<file path="config.mk">
export PLATFORM = sky130hd
export DESIGN_NAME = calc_sequencer
export DESIGN_NICKNAME = d
export VERILOG_FILES = /design/src/rtl/calc_sequencer.sv
export SDC_FILE = /design/constraint.sdc
export NUM_CORES = 1
export LEC_CHECK = 0
export ABC_CLOCK_PERIOD_IN_PS = 2300
export CAP_MARGIN = 20
export CORE_ASPECT_RATIO = 1.4
export CORE_MARGIN = 2
export CORE_UTILIZATION = 49
export CTS_CLUSTER_DIAMETER = 40
export DETAILED_ROUTE_END_ITERATION = 10
export PLACE_DENSITY = 0.86
export SYNTH_ARGS = -nofsm -noshare
export SYNTH_HDL_FRONTEND = slang
export SYNTH_SLANG_ARGS = --single-unit
</file>
<file path="constraint.sdc">
create_clock -name clk -period 2.3 [get_ports clk]
set_clock_uncertainty 0.2 [all_clocks]
set_input_delay 0.46 -clock clk [delete_from_list [all_inputs] [get_ports clk]]
set_output_delay 0.46 -clock clk [all_outputs]
set_load 0.01 [all_outputs]
</file>
<file path="src/rtl/calc_sequencer.sv">
// Top-level calculator sequencer: operand/op entry, ALU start/done handshake,
// timeout supervision and result/error display selection.
module calc_sequencer #(
    parameter int DATA_W         = 4,
    parameter int RES_W          = 8,
    parameter int TIMEOUT_CYCLES = 255
) (
    input  logic              clk,
    input  logic              reset,
    input  logic [DATA_W-1:0] sw,
    input  logic              sw4,
    input  logic              BTNU,
    input  logic              BTNL,
    input  logic              alu_done,
    input  logic              alu_error,
    input  logic [RES_W-1:0]  alu_result,
    output logic              alu_start,
    output logic [DATA_W-1:0] alu_a,
    output logic [DATA_W-1:0] alu_b,
    output logic [2:0]        alu_op,
    output logic              alu_signed,
    output logic [RES_W-1:0]  result,
    output logic              confirmed_a,
    output logic              confirmed_b,
    output logic              busy,
    output logic              error,
    output logic [1:0]        err_code,
    output logic [1:0]        display_sel,
    output logic [2:0]        state_code
);

    localparam int              CNT_W   = $clog2(TIMEOUT_CYCLES + 1);
    localparam logic [CNT_W-1:0] CNT_MAX = CNT_W'(TIMEOUT_CYCLES);
    localparam logic [CNT_W-1:0] CNT_ONE = CNT_W'(1);

    typedef enum logic [2:0] {
        S_ENTER_A  = 3'd0,
        S_ENTER_B  = 3'd1,
        S_ENTER_OP = 3'd2,
        S_START    = 3'd3,
        S_WAIT     = 3'd4,
        S_SHOW     = 3'd5,
        S_ERROR    = 3'd6
    } state_e;

    state_e            state_q, state_d;
    logic              btnu_q, btnl_q;
    logic              confirm_s, clear_s, wipe_s;
    logic [DATA_W-1:0] a_q, a_d, b_q, b_d;
    logic [2:0]        op_q, op_d;
    logic              sgn_q, sgn_d;
    logic [RES_W-1:0]  res_q, res_d;
    logic              ca_q, ca_d, cb_q, cb_d;
    logic [1:0]        err_q, err_d;
    logic [CNT_W-1:0]  cnt_q, cnt_d;
    logic              start_q, start_d;
    logic              busy_q, busy_d;
    logic              error_q, error_d;
    logic [1:0]        disp_q, disp_d;

    assign confirm_s = BTNU & ~btnu_q;
    assign clear_s   = BTNL & ~btnl_q;
    // A confirm in SHOW/ERROR returns to operand entry with everything wiped, same as clear.
    assign wipe_s    = clear_s | (confirm_s & ((state_q == S_SHOW) | (state_q == S_ERROR)));

    // Next-state and next-output computation.
    always_comb begin
        state_d = state_q;
        a_d     = a_q;
        b_d     = b_q;
        op_d    = op_q;
        sgn_d   = sgn_q;
        res_d   = res_q;
        ca_d    = ca_q;
        cb_d    = cb_q;
        err_d   = err_q;
        cnt_d   = cnt_q;
        if (wipe_s) begin
            state_d = S_ENTER_A;
            a_d     = '0;
            b_d     = '0;
            op_d    = 3'd0;
            sgn_d   = 1'b0;
            res_d   = '0;
            ca_d    = 1'b0;
            cb_d    = 1'b0;
            err_d   = 2'b00;
            cnt_d   = '0;
        end else begin
            case (state_q)
                S_ENTER_A: begin
                    if (confirm_s) begin
                        a_d     = sw;
                        ca_d    = 1'b1;
                        state_d = S_ENTER_B;
                    end else begin
                        state_d = S_ENTER_A;
                    end
                end
                S_ENTER_B: begin
                    if (confirm_s) begin
                        b_d     = sw;
                        cb_d    = 1'b1;
                        state_d = S_ENTER_OP;
                    end else begin
                        state_d = S_ENTER_B;
                    end
                end
                S_ENTER_OP: begin
                    if (confirm_s) begin
                        op_d  = sw[2:0];
                        sgn_d = sw4;
                        if (sw[2:0] > 3'd4) begin
                            err_d   = 2'b01;
                            state_d = S_ERROR;
                        end else if (((sw[2:0] == 3'd3) || (sw[2:0] == 3'd4)) && (b_q == '0)) begin
                            // Divide/mod by zero is caught here so the ALU is never launched.
                            err_d   = 2'b10;
                            state_d = S_ERROR;
                        end else begin
                            state_d = S_START;
                        end
                    end else begin
                        state_d = S_ENTER_OP;
                    end
                end
                S_START: begin
                    cnt_d   = CNT_ONE;
                    state_d = S_WAIT;
                end
                S_WAIT: begin
                    if (alu_done) begin
                        cnt_d = '0;
                        if (alu_error) begin
                            err_d   = 2'b10;
                            state_d = S_ERROR;
                        end else begin
                            res_d   = alu_result;
                            state_d = S_SHOW;
                        end
                    end else if (cnt_q == CNT_MAX) begin
                        cnt_d   = '0;
                        err_d   = 2'b11;
                        state_d = S_ERROR;
                    end else begin
                        cnt_d = cnt_q + CNT_ONE;
                    end
                end
                S_SHOW, S_ERROR: begin
                    state_d = state_q;
                end
                default: begin
                    state_d = S_ENTER_A;
                    cnt_d   = '0;
                end
            endcase
        end

        start_d = (state_d == S_START);
        busy_d  = (state_d == S_START) || (state_d == S_WAIT);
        error_d = (state_d == S_ERROR);
        case (state_d)
            S_SHOW:  disp_d = 2'b01;
            S_ERROR: disp_d = 2'b10;
            default: disp_d = 2'b00;
        endcase
    end

    // State, datapath and output registers; button history flops reset high.
    always_ff @(posedge clk or posedge reset) begin
        if (reset) begin
            state_q <= S_ENTER_A;
            btnu_q  <= 1'b1;
            btnl_q  <= 1'b1;
            a_q     <= '0;
            b_q     <= '0;
            op_q    <= 3'd0;
            sgn_q   <= 1'b0;
            res_q   <= '0;
            ca_q    <= 1'b0;
            cb_q    <= 1'b0;
            err_q   <= 2'b00;
            cnt_q   <= '0;
            start_q <= 1'b0;
            busy_q  <= 1'b0;
            error_q <= 1'b0;
            disp_q  <= 2'b00;
        end else begin
            state_q <= state_d;
            btnu_q  <= BTNU;
            btnl_q  <= BTNL;
            a_q     <= a_d;
            b_q     <= b_d;
            op_q    <= op_d;
            sgn_q   <= sgn_d;
            res_q   <= res_d;
            ca_q    <= ca_d;
            cb_q    <= cb_d;
            err_q   <= err_d;
            cnt_q   <= cnt_d;
            start_q <= start_d;
            busy_q  <= busy_d;
            error_q <= error_d;
            disp_q  <= disp_d;
        end
    end

    assign alu_start   = start_q;
    assign alu_a       = a_q;
    assign alu_b       = b_q;
    assign alu_op      = op_q;
    assign alu_signed  = sgn_q;
    assign result      = res_q;
    assign confirmed_a = ca_q;
    assign confirmed_b = cb_q;
    assign busy        = busy_q;
    assign error       = error_q;
    assign err_code    = err_q;
    assign display_sel = disp_q;
    assign state_code  = state_q;

endmodule

</file>
**Yosys cells after proc, flatten, opt, wreduce, memory -nomap -nowiden**

Cells that the tools add are included.

- $add $sub $neg: 1
- Bitwise operators: 7
- Equality and inequality tests: 19
- $lt $le $gt $ge: 1
- Muxes and demuxes: 43
- Reduce and logical (&&, ||, !) cells: 19

Operators with widths:

| cell | number |
|---|---|
| $mux W8 | 7 |
| $mux W3 | 9 |
| $pmux W8 S3 | 1 |
| $eq A3 B3 Y1 const B | 7 |
| $mux W4 | 5 |
| $mux W2 | 9 |
| $pmux W3 S6 | 1 |
| $eq A3 B2 Y1 const B | 4 |
| $ne A4 B4 Y1 const B | 3 |
| $reduce_bool A2 Y1 | 6 |
| $mux W1 | 9 |
| $add A8 B1 Y8 const B | 1 |
| $eq A8 B8 Y1 const B | 1 |
| $pmux W2 S2 | 2 |
| $reduce_and A2 Y1 | 3 |
| $reduce_and A5 Y1 | 1 |
| $reduce_or A5 Y1 | 1 |
| $logic_not A4 Y1 | 1 |
| $ne A2 B1 Y1 const B | 2 |
| $and A1 B1 Y1 | 3 |
| $eq A3 B1 Y1 const B | 1 |
| $gt A3 B3 Y1 const B | 1 |
| $logic_not A3 Y1 | 1 |
| $ne A3 B3 Y1 const B | 1 |
| other kinds (7) | 10 |

- Input bits: 19
- Word-level logic and storage cells: 106
- Output and inout port bits: 32
- Register bits: 42

**Longest topological paths before layout**

Gate-level depths: netlist of run 1.

- Depth in word-level cells: 10
- Mapped depth: 6
- Gate-level depth less buffers: 6

**Least setup slack after synthesis of run 1**

No wires, ideal clock.

- Path kind: register to register
- Start point: reg b_q[1], in the netlist alu_b[1]
- End point: reg err_q[0], in the netlist err_code[0]
- Buffers on the path: 0
- Data required time: 1,972 ps
- Arrival: 1,768 ps
- Clock period less this slack: 2,095 ps
- Path slack: 205 ps
- Cell stages (with the launch flop): 6
- Library setup time: 128 ps
- Cells stage by stage: dfrtp_1 or4_4 a211oi_2 o32ai_1 nor2_2 mux2_1

- Longest elaborated chain between the ends: 4

Ends and longest elaborated chain:

| what | line | text |
|---|---|---|
| start: declaration | 49 | `logic [DATA_W-1:0] a_q, a_d, b_q, b_d;` |
| start signal: assignment | 176 | `b_q <= '0;` |
| start signal: assignment | 193 | `b_q <= b_d;` |
| $logic_not A4 Y1 | 116 | `end else if (((sw[2:0] == 3'd3) \|\| (sw[2:0] == 3'd4)) && (b_q == '0)) begin` |
| $logic_and A1 B1 Y1 | 116 |  |
| $ne A4 B4 Y1 (no source line) | n/a |  |
| $reduce_and A5 Y1 (no source line) | n/a |  |
| end signal: assignment | 199 | `err_q <= err_d;` |
| end: declaration | 54 | `logic [1:0] err_q, err_d;` |

No other way between the ends.
A chain may end at the register's enable or synchronous reset.

**Final worst setup path of run 1**

Same ends and word-level chain as after synthesis.

==> results of run 1 <==
## final cells by class
class | instances | area, um2
multi-input combinational | 153 | 953
timing repair buffer | 76 | 696
fill | 331 | 1250
sequential | 42 | 1050
clock inverter | 1 | 5.00
inverter | 8 | 30.0
tap | 45 | 56.3
clock buffer | 7 | 86.3
## per-stage QoR
step / total power, mW / util / hold WS [ns]
after floorplan: 1.82 / - / 0.246
after global placement: 2.39 / 0.675 / 0.262
after detailed placement: 2.41 / 0.675 / 0.278
after CTS: 2.90 / 0.697 / 0.295
after global routing: 3.06 / 0.697 / 0.319
final: 2.88 / 0.697 / 0.290
## cells in the final DEF (no fill, tap or decap), types with 3 or more instances in the layout
cell and n:
sky130_fd_sc_hd__nor2b_1 4, sky130_fd_sc_hd__clkbuf_8 6, sky130_fd_sc_hd__a22o_1 13, sky130_fd_sc_hd__clkdlybuf4s50_1 50, sky130_fd_sc_hd__and3_1 3, sky130_fd_sc_hd__nand2b_1 4, sky130_fd_sc_hd__a21oi_1 19, sky130_fd_sc_hd__nor3_1 3
sky130_fd_sc_hd__nand2_1 29, sky130_fd_sc_hd__o21ai_0 11, sky130_fd_sc_hd__o21a_1 3, sky130_fd_sc_hd__mux2i_1 3, sky130_fd_sc_hd__nor2_1 16, sky130_fd_sc_hd__inv_1 8, sky130_fd_sc_hd__buf_4 26, sky130_fd_sc_hd__nand3_1 8
sky130_fd_sc_hd__dfrtp_1 40
## sequential cells by signal, summed over array words and instances, names as in the netlist, 2 cells and up
| register | cells |
|---|---|
| cnt_q | 8 |
| alu_op | 3 |
| display_sel | 2 |
| alu_a | 4 |
| result | 8 |
| state_code | 3 |
| err_code | 2 |
| alu_b | 4 |
## routing by layer
metal	wire length (um)	global-route usage
met1	2150	0.268
met3	169	0.0255
met5	0	0
met2	2620	0.377
met4	112	0.0955
## power by group through the flow
| stage | logic (mW) | clock network (mW) | registers, mW |
|---|---|---|---|
| finish | 1.33 | 0.480 | 1.07 |
| CTS | 1.34 | 0.489 | 1.07 |
| floorplan | 0.702 | 0 | 1.11 |
| global route | 1.44 | 0.524 | 1.10 |
| detailed placement | 1.32 | 0 | 1.08 |
| global placement | 1.30 | 0 | 1.08 |
## cells by family (layout without fill, tap and decap cells)
kind of cell,count (synthesis),after routing,synth area share
AOI/OAI and AO/OA,63,63,0.211
buffers and inverters,15,92,0.0320
xor gates and xnor gates,3,3,0.0127
DFF,42,42,0.508
and+or+nand+nor,81,81,0.205
muxes,4,4,0.0199
adders and majority gates,2,2,0.0109
## worst max-delay path: cells and delay by family (launching register included)
kind	cells	cell delay, ns
DFF	1	0.41
AOI/OAI and AO/OA	2	0.43
and+or+nand+nor	2	0.70
muxes	1	0.32
## how the worst min path moves through the flow
stage                     from    endpoint  slack, ns
finish              alu_signed  alu_signed       0.29
floorplan             cnt_q[7]    cnt_q[7]       0.25
global route          alu_a[1]    alu_a[1]       0.32
global placement    alu_signed  alu_signed       0.26
detailed placement  alu_signed  alu_signed       0.28
CTS                 alu_signed  alu_signed       0.30
==> run summary, run 1 <==
The flow ran to the end, but the final reports show violations. The checks that failed: DRC. Detailed routing inserted a total of 1860 vias. The area growth from synthesis to layout was 38.9%. The number of nets handed over by synthesis was 230. The tools report the total of max-cap violations as 0. The number of cells upsized or downsized after cts is 0. The tools report the start point of the critical path as alu_b[1]. The distinct cell type count of the synthesized netlist came out at 51. Internal power comes to 1.85 mW. In the post-synthesis netlist, the cell with the most instances is sky130_fd_sc_hd__dfrtp_1. The kind of path behind the tightest hold check was reg2reg.

Starting density of the core: 0.502. Top-area cell type share of the netlist area: 0.483. The clock net in this run drives a total of 42 sinks. The run gives 1.03 mW as the power spent charging and discharging nets. The worst register-to-register path has a depth of 5. The final cycle utilization of the critical path was 0.945; the number of I/O port buffers was 50. The average wire length per cell after detail routing came out at 15.2 um. The number of design rule violations left after detail routing was 2. Kind of critical path: reg2reg.

The cell type with the largest total area after synthesis was sky130_fd_sc_hd__dfrtp_1. Arrival time of the worst setup path: 2.15 ns. The number of placed cells counting well taps was 324; the via count normalized by instance count was 5.60.

The floorplan step defined a die boundary enclosing 0.00477 mm2. Clock-pin slew was measured on the worst setup and hold paths at 0.08 ns. The via count of the first global-routing pass is 1778.

The destination of the worst register-to-register timing path was err_code[0]. The worst-margin pin slew was 0.517 ns; the remaining max-slew budget at the tightest pin was 0.656. Dividing total power by cell area gives a power density of 1000 mW/mm2. The run gives 0 as the count of final hold-check violations. The share of layout cells above drive strength 1 was 0.171. The root buffer cell chosen for the clock tree is sky130_fd_sc_hd__clkbuf_8. The die span in x was 59.0 um. In this run the worst path has a maximum fanout of 3.

The wire length of the first global-routing pass is 7990 um, and the portion of the post-synthesis area used by sequential elements is 0.508. Sorting the synthesized cells by area gives the leading types as sky130_fd_sc_hd__dfrtp_1 48%, sky130_fd_sc_hd__a22o_1 5.5%, sky130_fd_sc_hd__nand2_1 5.3%. Based on the critical path, the design can be clocked at up to 0.460 GHz. The tools report the relative contribution of the clock network to total power as 0.166. VDD sags by at most 666 uV.

Counting instances, the worst hold path has a depth of 2. After detailed placement, the total cell area comes to 0.00279 mm2. The congestion estimate from routability-driven global placement came to 0.851. The worst register-to-register path begins at alu_b[1].

For the worst setup path, the data required time is 2.27 ns. The initial antenna violation count is 0, and the number of enable-type register cells in the synthesized netlist is 0. The global-route usage over all layers came out at 0.218. After synthesis the cells add up to 0.00207 mm2. Worst setup margin: 0.128 ns.

Wires add up to 5050 um. The share of async-settable or async-resettable flops after synthesis came out at 1.00. The detail route stage leaves a number of antenna-violating nets equal to 0. The slowest stage of the critical path belongs to the cell sky130_fd_sc_hd__or4_4. The die is 81.0 um tall. The critical path endpoint is err_code[0]. The number of hold buffers added after CTS was 0. The count of cells in the finished layout, fillers not included, comes to 332. For the placed wire-length estimate after detailed placement, the log shows 3720 um. Setup repair after global routing left no endpoint under its margin.

After synthesis the netlist holds a flip-flop and latch count of 42. The fraction of power spent switching nets was 0.358. The tools report the combinational group share of total power as 0.461. By count the netlist is led by 40 x sky130_fd_sc_hd__dfrtp_1, 29 x sky130_fd_sc_hd__nand2_1, 19 x sky130_fd_sc_hd__a21oi_1.

The tools report the endpoint class of the critical path as a register. With fillers left out, the area of the finished cells amounts to 0.00288 mm2. The delay of the slowest cell on the worst path works out to 0.55 ns. Adding up every negative setup slack in the final design gives 0 ns. The proportion of power drawn by flip-flops and latches is 0.372.

The pre-CTS worst setup slack came out at -0.0990 ns. The H-tree generated during clock tree synthesis spans 2 levels. Max-slew violation total from the final report: 0.

TritonCTS built the clock tree. After the last flow step, the layout net total stands at 306. The clock passes through at most 2 buffers. The total area inside the core boundary comes to 0.00413 mm2.

Buffers inserted during clock tree synthesis total 5. The overflow left after global routing was 0. Walking the worst path, the cells encountered are or4_4 -> a211oi_2 -> o32ai_1 -> nor2_2 -> mux2_1.

The tools report the sort of element at the start of the critical path as a register. Entering global routing, the biggest net connects 43 pins. The post-synthesis area per instance was 9.87 um2. 51 I/O pins were placed.

Buffers added to address setup during post-CTS repair amount to 0. For the number of instances in the synthesized netlist, the log shows 210. For this run, the detailed router's first-pass iteration total came to 7. In the synthesized netlist the dominant register cell turns out to be sky130_fd_sc_hd__dfrtp_1.

Setup violations remaining at the end of the flow were counted as 0. The smallest clock period supported by the final layout is computed as 2.17 ns. The number of antenna diodes in the final layout is 0.

The clock latency at the later pin of the worst-skew pair was 0.29 ns; the number of warning messages in the yosys log was 0. The logs give 1.28 nW for the leakage power and 0.13 ns for the worst reg-to-reg setup slack. After the first detailed-routing iteration, the DRC count stood at 117. The number of cell rows came out at 28.
(Power assumes the default switching activity.)
==> run 2, diff against run 1 <==
--- a/config.mk
+++ b/config.mk
@@ -6,7 +6,6 @@
 export NUM_CORES = 1
 export LEC_CHECK = 0
 export ABC_CLOCK_PERIOD_IN_PS = 2300
-export CAP_MARGIN = 20
 export CORE_ASPECT_RATIO = 1.4
 export CORE_MARGIN = 2
 export CORE_UTILIZATION = 49
==> results of run 2 <==
Same layout as run 1: the final DEF is identical, and so are final timing and power.
==> RTL edit 1 (flow settings as in run 1) <==
`RES_W`: 8 -> 12.
--- a/src/rtl/calc_sequencer.sv
+++ b/src/rtl/calc_sequencer.sv
@@ -4,3 +4,3 @@
     parameter int DATA_W         = 4,
-    parameter int RES_W          = 8,
+    parameter int RES_W          = 12,
     parameter int TIMEOUT_CYCLES = 255
Interface: changed (resized alu_result and result); port bits go from 51 to 59. The function was not compared with the original's and may differ.
==> RTL edit 1 against run 1 <==
- power is 2.8% higher
- via count is 5.3% higher
- wire length is 5.0% higher
- utilization is 4.0 points higher
- synthesized area is 4.9% higher
- sequential cell count is 4 higher
- worst setup slack better by 0.067 ns
- final area is 8.4% higher
- die area is 4.6% higher
- critical path type is now in2reg
- largest power group unchanged
==> RTL edit 1: results (changes against run 1) <==
metric	value	unit	change
status	completed		was finished with violations
CP max stage delay	0.53	ns	was 0.55 ns
Metal-1 WL	2.10	mm	was 2.15 mm
drt pass-1 iters	4		was 7
GR Util All Layers	0.238		was 0.218
Layout Nets	332		was 306
r2r worst-path depth	7		was 5
placed cells	361		was 324
Seq/Total Area, Yosys	0.530		was 0.508
GR Layer Usage met1	0.296		was 0.268
Max stage delay cell, worst path	clkdlybuf4s50_1		was or4_4
pre-CTS setup slack	-0.102	ns	was -0.0990 ns
vias in the first global route	2030		was 1778
Synth cell types	47		was 51
WP data arrival	2.11	ns	was 2.15 ns
largest family of logic cells by synthesized area	simple AND/OR/NAND/NOR gates		was compound AO/OA/AOI/OAI gates
Syn Area/Cell	9.62	µm²	was 9.87 µm²
synth top area cells	dfrtp_1 51%, nand2_1 6.4%, a21oi_1 4.8%		was dfrtp_1 48%, a22o_1 5.5%, nand2_1 5.3%
multiplexer area fraction after synthesis	0		was 0.0199
Leak	1.36	nW	was 1.28 nW
R2R Path End	busy$_DFF_PP0_		was err_code[0]$_DFFE_PP0P_
DR WL/cell	14.4	µm	was 15.2 µm
met3 WL	231	µm	was 169 µm
Placed Area	3010	µm²	was 2790 µm²
vias per inst	5.31		was 5.60
worst r2r src	alu_b[3]$_DFFE_PP0P_		was alu_b[1]$_DFFE_PP0P_
max reg flops	12		
met3 Usage GRT	0.0498		was 0.0255
DP HPWL	4.03	mm	was 3.72 mm
gp weighted congestion	0.862		was 0.851
critical path fanouts, max	4		was 3
Final WS setup	0.195	ns	was 0.128 ns
reg2reg setup slack	0.32	ns	was 0.13 ns
initial DRC count	68		was 117
CTS Buf Count	5		unchanged
Yosys warnings	0		unchanged
GR Layer Usage met2	0.399		was 0.377
most instantiated cells after synthesis	44 x dfrtp_1, 37 x nand2_1, 21 x a21oi_1		was 40 x dfrtp_1, 29 x nand2_1, 19 x a21oi_1
Synth Area in Adders	0.0104		was 0.0109
Post-CTS Setup Repair Bufs	0		unchanged
Worst Setup SP	sw[0]		was alu_b[1]$_DFFE_PP0P_
syn nets	250		was 230
Worst-Margin Slew	0.390	ns	was 0.517 ns
length of routed met2 wiring	2.88	mm	was 2.62 mm
largest net degree at the start of global routing	47		was 43
Worst-Skew Late Latency	0.30	ns	
XOR/XNOR Fraction of Synth Area	0.00806		was 0.0127
CTS HTree Levels	2		unchanged
port bufs	58		was 50
share of cells above drive strength 1	0.152		was 0.171
first-pass GRT wire length	9.24	mm	was 7.99 mm
crit-path leading delay family	buffers and inverters		was simple AND/OR/NAND/NOR gates
peak supply drop	0.000584	V	was 0.000666 V
Top FF cell, synth	dfrtp_1		unchanged
register clock-pin slew on the reported worst setup and hold paths	0.08	ns	about the same
Synth Area in Compound Gates	0.185		was 0.211
Hold/Removal Path Class	in2async		was reg2reg
# diodes	0		unchanged
kind of critical path	in2reg		was reg2reg
non-filler cells, final	369		was 332
==> RTL edit 1: cell count changes after synthesis, sizes merged, moves of 3 or more <==
cell           run 1  this run
mux2i              3         0
a21oi             19        23
nand2             29        37
a22o              13         8
a22oi              0         5
nand2b             4         7
dfrtp             40        44
==> RTL edit 1: final cells by class <==
type	count	area (µm²)
Clock buffer	6	72.6
Clock inverter	2	37.5
Fill cell	306	1120
Inverter	6	22.5
Multi-Input combinational cell	164	952
Sequential cell	46	1150
Tap cell	60	75.1
Timing Repair Buffer	85	808
==> RTL edit 1: worst reg2reg max path: cells and delay by family (launching register included) <==
kind	cells	cell delay, ns
buffers and inverters	2	0.32
AOI/OAI and AO/OA	3	0.53
and+or+nand+nor	2	0.43
DFF	1	0.41
==> RTL edit 1: where the power goes <==
group / switching, mW / internal, mW
sequential: 0.0905 / 0.965
clock: 0.268 / 0.324
combinational: 0.636 / 0.681
total: 0.995 / 1.97
==> RTL edit 1: how the worst min path moves through the flow <==
stage | end | slack (ns) | cells after the start
floorplan | cnt_q[6]$_DFFE_PP0P_ | 0.26 | 1
global placement | confirmed_a$_DFFE_PP0P_ | 0.28 | 2
detailed placement | confirmed_a$_DFFE_PP0P_ | 0.29 | 2
CTS | alu_a[0]$_DFFE_PP0P_ | 0.30 | 3
global route | alu_signed$_DFFE_PP0P_ | 0.32 | 1
finish | confirmed_b$_DFFE_PP0P_ | 0.29 | 3
==> RTL edit 1: cell families (layout without fill, tap and decap cells) <==
| group | Yosys count | count (layout) |
|---|---|---|
| DFF | 46 | 46 |
| and+or+nand+nor | 97 | 97 |
| AOI/OAI and AO/OA | 63 | 63 |
| adders and majority gates | 2 | 2 |
| buffers and inverters | 16 | 99 |
| xor gates and xnor gates | 2 | 2 |
==> RTL edit 2 (flow settings as in run 1) <==
Made on the original files. Put one more register stage on the output `alu_op`, without a reset. The value now appears one clock later. The other outputs are not delayed to match.
--- a/src/rtl/calc_sequencer.sv
+++ b/src/rtl/calc_sequencer.sv
@@ -210,3 +210,5 @@
     assign alu_b       = b_q;
-    assign alu_op      = op_q;
+    always_ff @(posedge clk) begin
+        alu_op <= op_q;
+    end
     assign alu_signed  = sgn_q;
Behaviour: not the same (a bounded check fails within 10 cycles, from zero or initial values and one cycle with reset high).
==> RTL edit 2 against run 1 <==
- worst setup slack better by 0.10 ns
- worst hold slack got worse by 0.12 ns
- wire length shrank 11%
- utilization shrank 2.5 points
- power shrank 19%
- final area fell by 2.7%
- synthesized area rose by 0.24%
- die area rose by 0.22%
- critical path depth did not move
- critical endpoint is now cnt_q[3]$_DFFE_PP0P_
- sequential cell count increased by 3
- sequential power shrank 7%
- synthesized cell count is 2.4% lower
==> RTL edit 2: results (changes against run 1) <==
metric	value	unit	change
# diodes	0		unchanged
met3 Usage GRT	0.0318		was 0.0255
vias per inst	5.56		was 5.60
Synth cell types	43		was 51
internal power	1.61	mW	was 1.85 mW
fraction of registers with async set/reset	0.933		was 1.00
crit-path leading delay family	simple AND/OR/NAND/NOR gates		unchanged
clock buffer depth	2		unchanged
drt pass-1 iters	4		was 7
root buf cell	clkbuf_8		unchanged
CTS HTree Levels	2		unchanged
Worst-Margin Slew	0.447	ns	was 0.517 ns
GR Util All Layers	0.208		was 0.218
WP data arrival	2.09	ns	was 2.15 ns
Hold/Removal Path Class	reg2reg		unchanged
critical path fanouts, max	9		was 3
fill cell count	329		was 331
share of cells above drive strength 1	0.119		was 0.171
Seq/Total Area, Yosys	0.536		was 0.508
vias in the first global route	1652		was 1778
pre-CTS setup slack	0.0261	ns	was -0.0990 ns
largest net degree at the start of global routing	43		unchanged
length of routed met2 wiring	2.37	mm	was 2.62 mm
Clk pwr share	0.216		was 0.166
synth top area cells	dfrtp_1 48%, mux2i_1 6.3%, nor2_1 4.3%		was dfrtp_1 48%, a22o_1 5.5%, nand2_1 5.3%
post-cts repair resize count	0		unchanged
Min-Delay Path Depth	0		was 2
syn nets	225		was 230
routed wire length	4.51	mm	was 5.05 mm
CTS Buf Count	5		unchanged
Post-CTS Setup Repair Bufs	0		unchanged
r2r worst-path depth	5		unchanged
Metal-1 WL	1.86	mm	was 2.15 mm
gp weighted congestion	0.815		was 0.851
met3 WL	177	µm	was 169 µm
Top FF cell, synth	dfrtp_1		unchanged
GR Layer Usage met2	0.341		was 0.377
DP HPWL	3.40	mm	was 3.72 mm
peak supply drop	0.000437	V	was 0.000666 V
Yosys warnings	0		unchanged
GR Layer Usage met1	0.268		about the same
initial DRC count	77		was 117
Final Hold Viols	0		unchanged
Worst-Skew Late Latency	0.30	ns	
Leak	1.32	nW	was 1.28 nW
most instantiated cells after synthesis	40 x dfrtp_1, 24 x nor2_1, 19 x nand2_1		was 40 x dfrtp_1, 29 x nand2_1, 19 x a21oi_1
register clock-pin slew on the reported worst setup and hold paths	0.08	ns	about the same
initial antenna violation count	0		unchanged
port bufs	50		unchanged
Layout Nets	287		was 306
first-pass GRT wire length	7.60	mm	was 7.99 mm
uppermost routed layer	met4		unchanged
status	completed		was finished with violations
clk pwr	0.506	mW	was 0.480 mW
CP max stage delay	0.52	ns	was 0.55 ns
Max stage delay cell, worst path	or3_1		was or4_4
Comb. pwr	0.842	mW	was 1.33 mW
# setup viols final	0		unchanged
## RTL edit 2: changes by cell type after synthesis, sizes merged, moves of 2 or more
cell / change
mux2i: +10
dfxtp: +3
o2bb2ai: +2
buf: +3
a22o: -9
o21ai: -2
o21a: -3
inv: -4
nand2: -10
and2: +2
nor2: +8
## RTL edit 2: area by class of cell
class / instances / area, µm² / share of cell area
multi-input cells: 146 / 895 / 0.319
well taps: 45 / 56.3 / 0.0201
inverters: 4 / 15.0 / 0.00536
flip-flops and latches: 45 / 1110 / 0.397
repair buffers: 65 / 626 / 0.223
clock buffers: 6 / 82.6 / 0.0295
clock inverters: 2 / 13.8 / 0.00491
## RTL edit 2: final timing paths
check,slack (ns),endpoint,startpoint
min in group asynchronous,0.31,err_code[1]$_DFFE_PP0P_,reset
worst max-delay path,0.23,cnt_q[3]$_DFFE_PP0P_,state_code[1]$_DFF_PP0_
worst max register to register,0.23,cnt_q[3]$_DFFE_PP0P_,state_code[1]$_DFF_PP0_
worst min-delay path,0.17,alu_op[2]$_DFF_P_,op_q[2]$_DFFE_PP0P_
worst min register to register,0.17,alu_op[2]$_DFF_P_,op_q[2]$_DFFE_PP0P_
max in group asynchronous,1.32,btnu_q$_DFF_PP1_,reset
## RTL edit 2: logic make-up after synthesis
family	share of synthesized area
mux	0.0626
compound gates	0.144
simple gates	0.205
buf+inv	0.0337
fa+ha+maj	0.0108
flops	0.536
xor+xnor	0.00843
## RTL edit 2: stage by stage
| stage | instances | instance area, µm² | hold slack (ns) |
|---|---|---|---|
| after floorplan | 205 | 2080 | 0.147 |
| after global placement | 305 | 2710 | 0.154 |
| after detailed placement | 305 | 2710 | 0.163 |
| after CTS | 313 | 2800 | 0.181 |
| after global routing | 313 | 2800 | 0.197 |
| final | 313 | 2800 | 0.174 |
